===== config.mk =====
export PLATFORM = sky130hd
export DESIGN_NAME = tisc_spi_engine
export DESIGN_NICKNAME = d
export VERILOG_FILES = /design/src/rtl/tisc_spi_engine.sv
export SDC_FILE = /design/constraint.sdc
export NUM_CORES = 1
export LEC_CHECK = 0
export ABC_CLOCK_PERIOD_IN_PS = 7600
export BUFFER_PORTS_ARGS = -buffer_cell sky130_fd_sc_hd__buf_2
export CAP_MARGIN = 25
export CELL_PAD_IN_SITES_DETAIL_PLACEMENT = 0
export CELL_PAD_IN_SITES_GLOBAL_PLACEMENT = 1
export CORE_UTILIZATION = 48
export CTS_CLUSTER_SIZE = 40
export DETAILED_ROUTE_END_ITERATION = 6
export PLACE_DENSITY = 0.94
export SLEW_MARGIN = 20
export SYNTH_ARGS = -nofsm -noshare
export SYNTH_HDL_FRONTEND = slang
export SYNTH_SLANG_ARGS = --single-unit

===== constraint.sdc =====
create_clock -name clk_i -period 7.6 [get_ports clk_i]
set_clock_uncertainty 0.05 [all_clocks]
set_input_delay 1.52 -clock clk_i [delete_from_list [all_inputs] [get_ports clk_i]]
set_output_delay 1.52 -clock clk_i [all_outputs]
set_load 0.01 [all_outputs]

===== src/rtl/tisc_spi_engine.sv =====
// rtl/tisc_spi_engine.sv - WISHBONE SPI master (mode 0, MSB first) with TX/RX byte FIFOs for the TISC config flash
// Optional CTRL[2] MOSI->sample loopback is built when TISC_SPI_LOOPBACK_EN is defined.
module tisc_spi_engine #(
   parameter int         FIFO_AW      = 2,
   parameter logic [7:0] CLKDIV_RESET = 8'd3
) (
   input  logic        clk_i,
   input  logic        rst_i,
   input  logic        cyc_i,
   input  logic        stb_i,
   input  logic        we_i,
   input  logic [5:0]  adr_i,
   input  logic [31:0] dat_i,
   input  logic [3:0]  sel_i,
   output logic [31:0] dat_o,
   output logic        ack_o,
   output logic        err_o,
   output logic        rty_o,
   output logic        irq_o,
   output logic        CS_B,
   output logic        SCK,
   output logic        MOSI,
   input  logic        MISO
);

   localparam int                 DEPTH    = 1 << FIFO_AW;
   localparam logic [FIFO_AW:0]   FULL_CNT = (FIFO_AW + 1)'(DEPTH);
   localparam logic [FIFO_AW-1:0] PTR_ONE  = 1;
   localparam logic [FIFO_AW:0]   CNT_ONE  = 1;

   typedef enum logic [2:0] {S_IDLE, S_LOAD, S_LOW, S_HIGH, S_DONE} state_t;

   state_t             state_q, state_d;
   logic [7:0]         shift_q, shift_d, div_q, div_d, reload_q, reload_d, clkdiv_q, clkdiv_d;
   logic [2:0]         bitcnt_q, bitcnt_d;
   logic               sck_q, sck_d, mosi_q, mosi_d, samp_q, samp_d;
   logic               cs_q, cs_d, irq_en_q, irq_en_d, irq_q, irq_d;
   logic               rx_ovf_q, rx_ovf_d, tx_ovf_q, tx_ovf_d;
   logic [7:0]         tx_mem_q [DEPTH];
   logic [7:0]         tx_mem_d [DEPTH];
   logic [7:0]         rx_mem_q [DEPTH];
   logic [7:0]         rx_mem_d [DEPTH];
   logic [FIFO_AW-1:0] tx_wp_q, tx_wp_d, tx_rp_q, tx_rp_d, rx_wp_q, rx_wp_d, rx_rp_q, rx_rp_d;
   logic [FIFO_AW:0]   tx_cnt_q, tx_cnt_d, rx_cnt_q, rx_cnt_d;

   logic bus_wr, bus_rd, tx_empty, tx_full, rx_empty, rx_full, busy;
   logic tx_push, tx_push_ok, tx_pop, rx_push, rx_push_ok, rx_pop, tx_avail;
   logic sample_in, loop_bit, first_high;
   logic unused_ok;

   assign ack_o = cyc_i & stb_i;
   assign err_o = 1'b0;
   assign rty_o = 1'b0;
   assign irq_o = irq_q;
   assign CS_B  = ~cs_q;
   assign SCK   = sck_q;
   assign MOSI  = mosi_q;
   assign unused_ok = ^{sel_i, adr_i[5:4], adr_i[1:0], dat_i[31:15], dat_i[12:8]};

   assign bus_wr   = ack_o & we_i;
   assign bus_rd   = ack_o & ~we_i;
   assign tx_empty = (tx_cnt_q == '0);
   assign tx_full  = (tx_cnt_q == FULL_CNT);
   assign rx_empty = (rx_cnt_q == '0);
   assign rx_full  = (rx_cnt_q == FULL_CNT);
   assign busy     = (state_q != S_IDLE) || !tx_empty;

   assign tx_push    = bus_wr && (adr_i[3:2] == 2'd2);
   assign rx_pop     = bus_rd && (adr_i[3:2] == 2'd3) && !rx_empty;
   assign tx_pop     = (state_q == S_LOAD);
   assign rx_push    = (state_q == S_DONE);
   // A pop in the same cycle frees the slot, so a push into a full FIFO is not an overflow.
   assign tx_push_ok = tx_push && (!tx_full || tx_pop);
   assign rx_push_ok = rx_push && (!rx_full || rx_pop);
   assign tx_avail   = !tx_empty || tx_push_ok;
   assign first_high = (div_q == reload_q);

   logic loop_q, loop_d;
`ifdef TISC_SPI_LOOPBACK_EN
   assign sample_in = loop_q ? mosi_q : MISO;
   assign loop_bit  = loop_q;
`else
   assign sample_in = MISO;
   assign loop_bit  = 1'b0;
`endif

   always_comb begin
      tx_mem_d = tx_mem_q;
      tx_wp_d  = tx_wp_q;
      tx_rp_d  = tx_rp_q;
      tx_cnt_d = tx_cnt_q;
      rx_mem_d = rx_mem_q;
      rx_wp_d  = rx_wp_q;
      rx_rp_d  = rx_rp_q;
      rx_cnt_d = rx_cnt_q;
      if (tx_push_ok) begin
         tx_mem_d[tx_wp_q] = dat_i[7:0];
         tx_wp_d           = tx_wp_q + PTR_ONE;
      end
      if (tx_pop) tx_rp_d = tx_rp_q + PTR_ONE;
      if (tx_push_ok && !tx_pop) tx_cnt_d = tx_cnt_q + CNT_ONE;
      else if (!tx_push_ok && tx_pop) tx_cnt_d = tx_cnt_q - CNT_ONE;
      if (rx_push_ok) begin
         rx_mem_d[rx_wp_q] = shift_q;
         rx_wp_d           = rx_wp_q + PTR_ONE;
      end
      if (rx_pop) rx_rp_d = rx_rp_q + PTR_ONE;
      if (rx_push_ok && !rx_pop) rx_cnt_d = rx_cnt_q + CNT_ONE;
      else if (!rx_push_ok && rx_pop) rx_cnt_d = rx_cnt_q - CNT_ONE;
   end

   always_comb begin
      cs_d     = cs_q;
      irq_en_d = irq_en_q;
      loop_d   = loop_q;
      clkdiv_d = clkdiv_q;
      rx_ovf_d = rx_ovf_q;
      tx_ovf_d = tx_ovf_q;
      if (bus_wr && (adr_i[3:2] == 2'd0)) begin
         cs_d     = dat_i[0];
         irq_en_d = dat_i[1];
`ifdef TISC_SPI_LOOPBACK_EN
         loop_d   = dat_i[2];
`endif
         if (dat_i[13]) rx_ovf_d = 1'b0;
         if (dat_i[14]) tx_ovf_d = 1'b0;
      end
      if (bus_wr && (adr_i[3:2] == 2'd1)) clkdiv_d = dat_i[7:0];
      if (tx_push && !tx_push_ok) tx_ovf_d = 1'b1;
      if (rx_push && !rx_push_ok) rx_ovf_d = 1'b1;
      irq_d = irq_en_q & ~busy & ~rx_empty;
   end

   always_comb begin
      dat_o = '0;
      case (adr_i[3:2])
         2'd0: dat_o = {17'b0, tx_ovf_q, rx_ovf_q, rx_empty, rx_full, tx_empty, tx_full, busy,
                        5'b0, loop_bit, irq_en_q, cs_q};
         2'd1: dat_o = {24'b0, clkdiv_q};
         2'd3: if (!rx_empty) dat_o = {1'b1, 23'b0, rx_mem_q[rx_rp_q]};
         default: dat_o = '0;
      endcase
   end

   always_comb begin
      state_d  = state_q;
      shift_d  = shift_q;
      bitcnt_d = bitcnt_q;
      div_d    = div_q;
      reload_d = reload_q;
      mosi_d   = mosi_q;
      samp_d   = samp_q;
      case (state_q)
         S_IDLE: if (tx_avail && !rx_full) state_d = S_LOAD;
         S_LOAD: begin
            shift_d  = tx_mem_q[tx_rp_q];
            mosi_d   = tx_mem_q[tx_rp_q][7];
            reload_d = clkdiv_q;
            div_d    = clkdiv_q;
            bitcnt_d = 3'd0;
            state_d  = S_LOW;
         end
         S_LOW: begin
            if (div_q == 8'd0) begin
               div_d   = reload_q;
               state_d = S_HIGH;
            end else begin
               div_d = div_q - 8'd1;
            end
         end
         S_HIGH: begin
            // MISO is captured on the rising-edge cycle and held until the phase ends.
            if (first_high) samp_d = sample_in;
            if (div_q == 8'd0) begin
               shift_d = {shift_q[6:0], first_high ? sample_in : samp_q};
               div_d   = reload_q;
               if (bitcnt_q == 3'd7) begin
                  state_d = S_DONE;
               end else begin
                  mosi_d   = shift_q[6];
                  bitcnt_d = bitcnt_q + 3'd1;
                  state_d  = S_LOW;
               end
            end else begin
               div_d = div_q - 8'd1;
            end
         end
         S_DONE: state_d = (tx_avail && (rx_cnt_d != FULL_CNT)) ? S_LOAD : S_IDLE;
         default: state_d = S_IDLE;
      endcase
      sck_d = (state_d == S_HIGH);
   end

   always_ff @(posedge clk_i) begin
      tx_mem_q <= tx_mem_d;
      rx_mem_q <= rx_mem_d;
   end

   always_ff @(posedge clk_i) begin
      if (!rst_i) begin
         state_q  <= S_IDLE;
         shift_q  <= '0;
         bitcnt_q <= '0;
         div_q    <= '0;
         reload_q <= '0;
         sck_q    <= 1'b0;
         mosi_q   <= 1'b0;
         samp_q   <= 1'b0;
         cs_q     <= 1'b0;
         irq_en_q <= 1'b0;
         loop_q   <= 1'b0;
         irq_q    <= 1'b0;
         clkdiv_q <= CLKDIV_RESET;
         rx_ovf_q <= 1'b0;
         tx_ovf_q <= 1'b0;
         tx_wp_q  <= '0;
         tx_rp_q  <= '0;
         tx_cnt_q <= '0;
         rx_wp_q  <= '0;
         rx_rp_q  <= '0;
         rx_cnt_q <= '0;
      end else begin
         state_q  <= state_d;
         shift_q  <= shift_d;
         bitcnt_q <= bitcnt_d;
         div_q    <= div_d;
         reload_q <= reload_d;
         sck_q    <= sck_d;
         mosi_q   <= mosi_d;
         samp_q   <= samp_d;
         cs_q     <= cs_d;
         irq_en_q <= irq_en_d;
         loop_q   <= loop_d;
         irq_q    <= irq_d;
         clkdiv_q <= clkdiv_d;
         rx_ovf_q <= rx_ovf_d;
         tx_ovf_q <= tx_ovf_d;
         tx_wp_q  <= tx_wp_d;
         tx_rp_q  <= tx_rp_d;
         tx_cnt_q <= tx_cnt_d;
         rx_wp_q  <= rx_wp_d;
         rx_rp_q  <= rx_rp_d;
         rx_cnt_q <= rx_cnt_d;
      end
   end

endmodule

==> key figures <==
Run status
  – Status: finished with violations
  – Failing checks: DRC

Global route
  – Remaining Overflow, GRT: 0
  – Largest net degree at the start of global routing: 45
  – M1 GR Usage: 25.9%
  – Met3 Track Usage GR: 4.48%
  – Global-route wire length before repair: 19.4 mm
  – Met2 usage: 33.8%
  – Initial antenna violation count: 0
  – GRT busiest layer: met2
  – Vias in the first global route: 3,792
  – Overall Global Routing Usage: 20.6%

Logic synthesis
  – Post-synthesis cell type count: 58
  – Cells after Synth: 511
  – Top_reg_cell synth: edfxtp_1
  – Post-synth EDFFs: 64
  – Mapped Area: 5730 um2
  – Synthesized flop and latch total: 124
  – Synth async-reset ratio: 0%
  – Yosys warns: 0
  – Post-Syn Area per Cell: 11.2 um2
  – Register area share after synthesis: 54.5%

Finish
  – Share of layout cells above drive strength 1: 17.5%
  – Final layout net count: 607
  – Core Util, Final: 56.6%
  – Area Growth Syn to Fin: 13.8%
  – FILL cells: 925
  – N_diodes: 0

Timing
  – Slew @ Worst Pin: 778 ps
  – RSZ-0062 raised after global routing: no
  – Post-layout min period: 4270 ps
  – Slew Limit Fails: 0
  – F_max: 234 MHz
  – Worst hold slack: 425 ps
  – Final WS setup: 3330 ps
  – Final setup TNS: 0 ps
  – Max_slew headroom: 48.0%
  – Final worst path period share: 56.2%
  – Final-report hold violation count: 0
  – Final setup vio count: 0

Power and ir drop
  – Seq pwr share: 38.5%
  – Clk pwr share: 36.2%
  – Int Pwr: 1.52 mW
  – Comb pwr share: 25.3%
  – Peak supply drop: 185 uV
  – Tot Pwr: 2.25 mW
  – PD cells: 345 nW/um2
  – Switch Pwr: 733 uW
  – Sw frac: 32.6%
  – LEAKAGE: 2.47 nW

Drt
  – Iter 0 DRT Violations: 292
  – Number of routed nets with antenna violations: 0
  – First-pass DRT Iterations: 7
  – Routed WL per cell: 17.3 um
  – Via count: 3,850
  – DR DRC count: 20
  – Detail-routed via count per cell: 5.52
  – Drt total wl: 12.1 mm

Placed design
  – Final HPWL DP: 8.28 mm
  – Setup Slack @ Placement: 3340 ps
  – Gpl congestion: 0.805
  – IO Port Bufs: 38

Clock network
  – Post-CTS Setup Inserts: 0
  – Post_cts resized: 0
  – Inserted Clock Buffers: 17
  – Clock sink total: 124
  – Root buffer cell: clkbuf_16
  – Hold_buf cts: 0
  – Worst-path clk slew: 50 ps
  – CTS tree: built
  – H-tree levels: 4
  – CTS max path bufs: 2
  – Worst-Skew Late Latency: 410 ps

Setup path
  – Crit path max fanout: 9
  – Worst setup EP type: primary output
  – Setup CP Type: input port to primary output
  – CP Launch Type: input port
  – Crit path DAT: 2700 ps
  – Req. time, crit path: 6030 ps

Floorplanning
  – Die Ht: 111 um
  – Initial Util: 49.8%
  – CORE AREA: 11,500 um2
  – Row count: 39
  – Die Span X: 111 um
  – Ports: 87
  – Die ar.: 12,400 um2

Run
  – Max cap viols: 0

Worst hold path
  – Worst min path class: flip-flop to flip-flop
-- layout by cell type (no fill, tap or decap), drive strengths merged, types with 2 or more instances in the layout --
cell and n:
a21oi 25, a22o 7, a22oi 5, a311oi 8, a31oi 8, and2 19, and3 3, buf 40
bufinv 3, clkbuf 19, clkinv 4, clkinvlp 3, conb 18, dfxtp 60, edfxtp 64, ha 16
inv 18, mux2i 10, mux4 16, nand2 76, nand2b 2, nand3 6, nor2 46, nor2b 2
nor3 11, nor3b 3, nor4 4, o211ai 6, o21ai 9, or2 2, or3 3, xnor2 11
xor2 12
-- critical path, stage by stage --
cell and delay (ps):
buf_2 150, and2_1 180, and2_1 370, nand2_1 110, o21ai_0 110, a22o_1 150, buf_2 120
-- path summary, 6_finish.rpt --
path	cells past startpoint	start	slack (ps)	endpoint
setup / recovery	7	adr_i[3]	3330	dat_o[1]
hold / removal	2	irq_en_q	430	irq_o
setup reg to reg	10	state_q[0]	4250	tx_cnt_q[2]
hold reg to reg	2	irq_en_q	430	irq_o
-- cell families (layout without fill, tap and decap cells) --
group                      count (synthesis)  after routing  share of synthesized area [%]
muxes                                     27             27                           8.23
buffers and inverters                     60             87                           5.48
xor gates and xnor gates                  23             23                           3.51
and+or+nand+nor                          182            182                           15.1
DFF                                      124            124                           54.5
other                                      1             18                         0.0654
AOI/OAI and AO/OA                         77             77                           9.32
adders and majority gates                 17             17                           3.84
-- area by class of cell --
class	instances	area [um2]	share of cell area (%)
Clock inverter	13	165	2.53
Clock buffer	19	433	6.64
Tap cell	143	179	2.74
Timing Repair Buffer	40	205	3.15
Multi-Input combinational cell	344	2360	36.2
Sequential cell	124	3120	47.9
Inverter	15	56.3	0.864
-- power groups by stage --
stage	registers, mW	clock network (mW)	logic, mW
2_1_floorplan	0.827	0	0.494
3_3_place_gp	0.873	0	0.544
3_5_place_dp	0.879	0	0.558
4_1_cts	0.867	0.822	0.563
5_1_grt	0.880	0.851	0.628
6_report	0.868	0.814	0.570
-- registers in the layout (all words and copies together) (netlist names), 2 cells and up --
signal / flops
clkdiv_q: 8
tx_mem_q: 32
div_q: 8
tx_cnt_q: 3
bitcnt_q: 3
tx_rp_q: 2
reload_q: 8
rx_cnt_q: 3
tx_wp_q: 2
rx_rp_q: 2
rx_mem_q: 32
rx_wp_q: 2
shift_q: 8
state_q: 3
-- synthesized netlist by cell type, types with 3 or more instances --
| master | number | area, um2 |
|---|---|---|
| a21oi_1 | 24 | 120 |
| a22o_1 | 7 | 61.3 |
| a22oi_1 | 5 | 37.5 |
| a311oi_1 | 7 | 61.3 |
| a31oi_1 | 6 | 37.5 |
| and2_1 | 19 | 119 |
| and3_1 | 3 | 18.8 |
| buf_1 | 3 | 11.3 |
| buf_2 | 5 | 25.0 |
| buf_4 | 18 | 135 |
| clkbuf_1 | 17 | 63.8 |
| dfxtp_1 | 60 | 1200 |
| edfxtp_1 | 64 | 1920 |
| ha_1 | 16 | 200 |
| inv_1 | 15 | 56.3 |
| mux2i_1 | 10 | 100 |
| mux4_2 | 16 | 360 |
| nand2_1 | 75 | 282 |
| nand3_1 | 6 | 30.0 |
| nor2_1 | 45 | 169 |
| nor3_1 | 11 | 55.1 |
| nor4_1 | 3 | 18.8 |
| o211ai_1 | 6 | 45.0 |
| o21ai_0 | 9 | 45.0 |
| or3_1 | 3 | 18.8 |
| xnor2_1 | 11 | 96.3 |
| xor2_1 | 12 | 105 |
-- routing by layer --
layer,routed length [um],up-vias
met3,690,21
met5,0,-
li1,-,1841
met2,5950,139
met1,5200,1849
met4,255,0
-- metrics by stage --
step,cell area (um2),instances
final,6520,698
after global routing,6520,698
after CTS,6510,697
after detailed placement,5910,665
after global placement,5910,665
after floorplan,5800,528
Power figures use the tool's default switching activity.
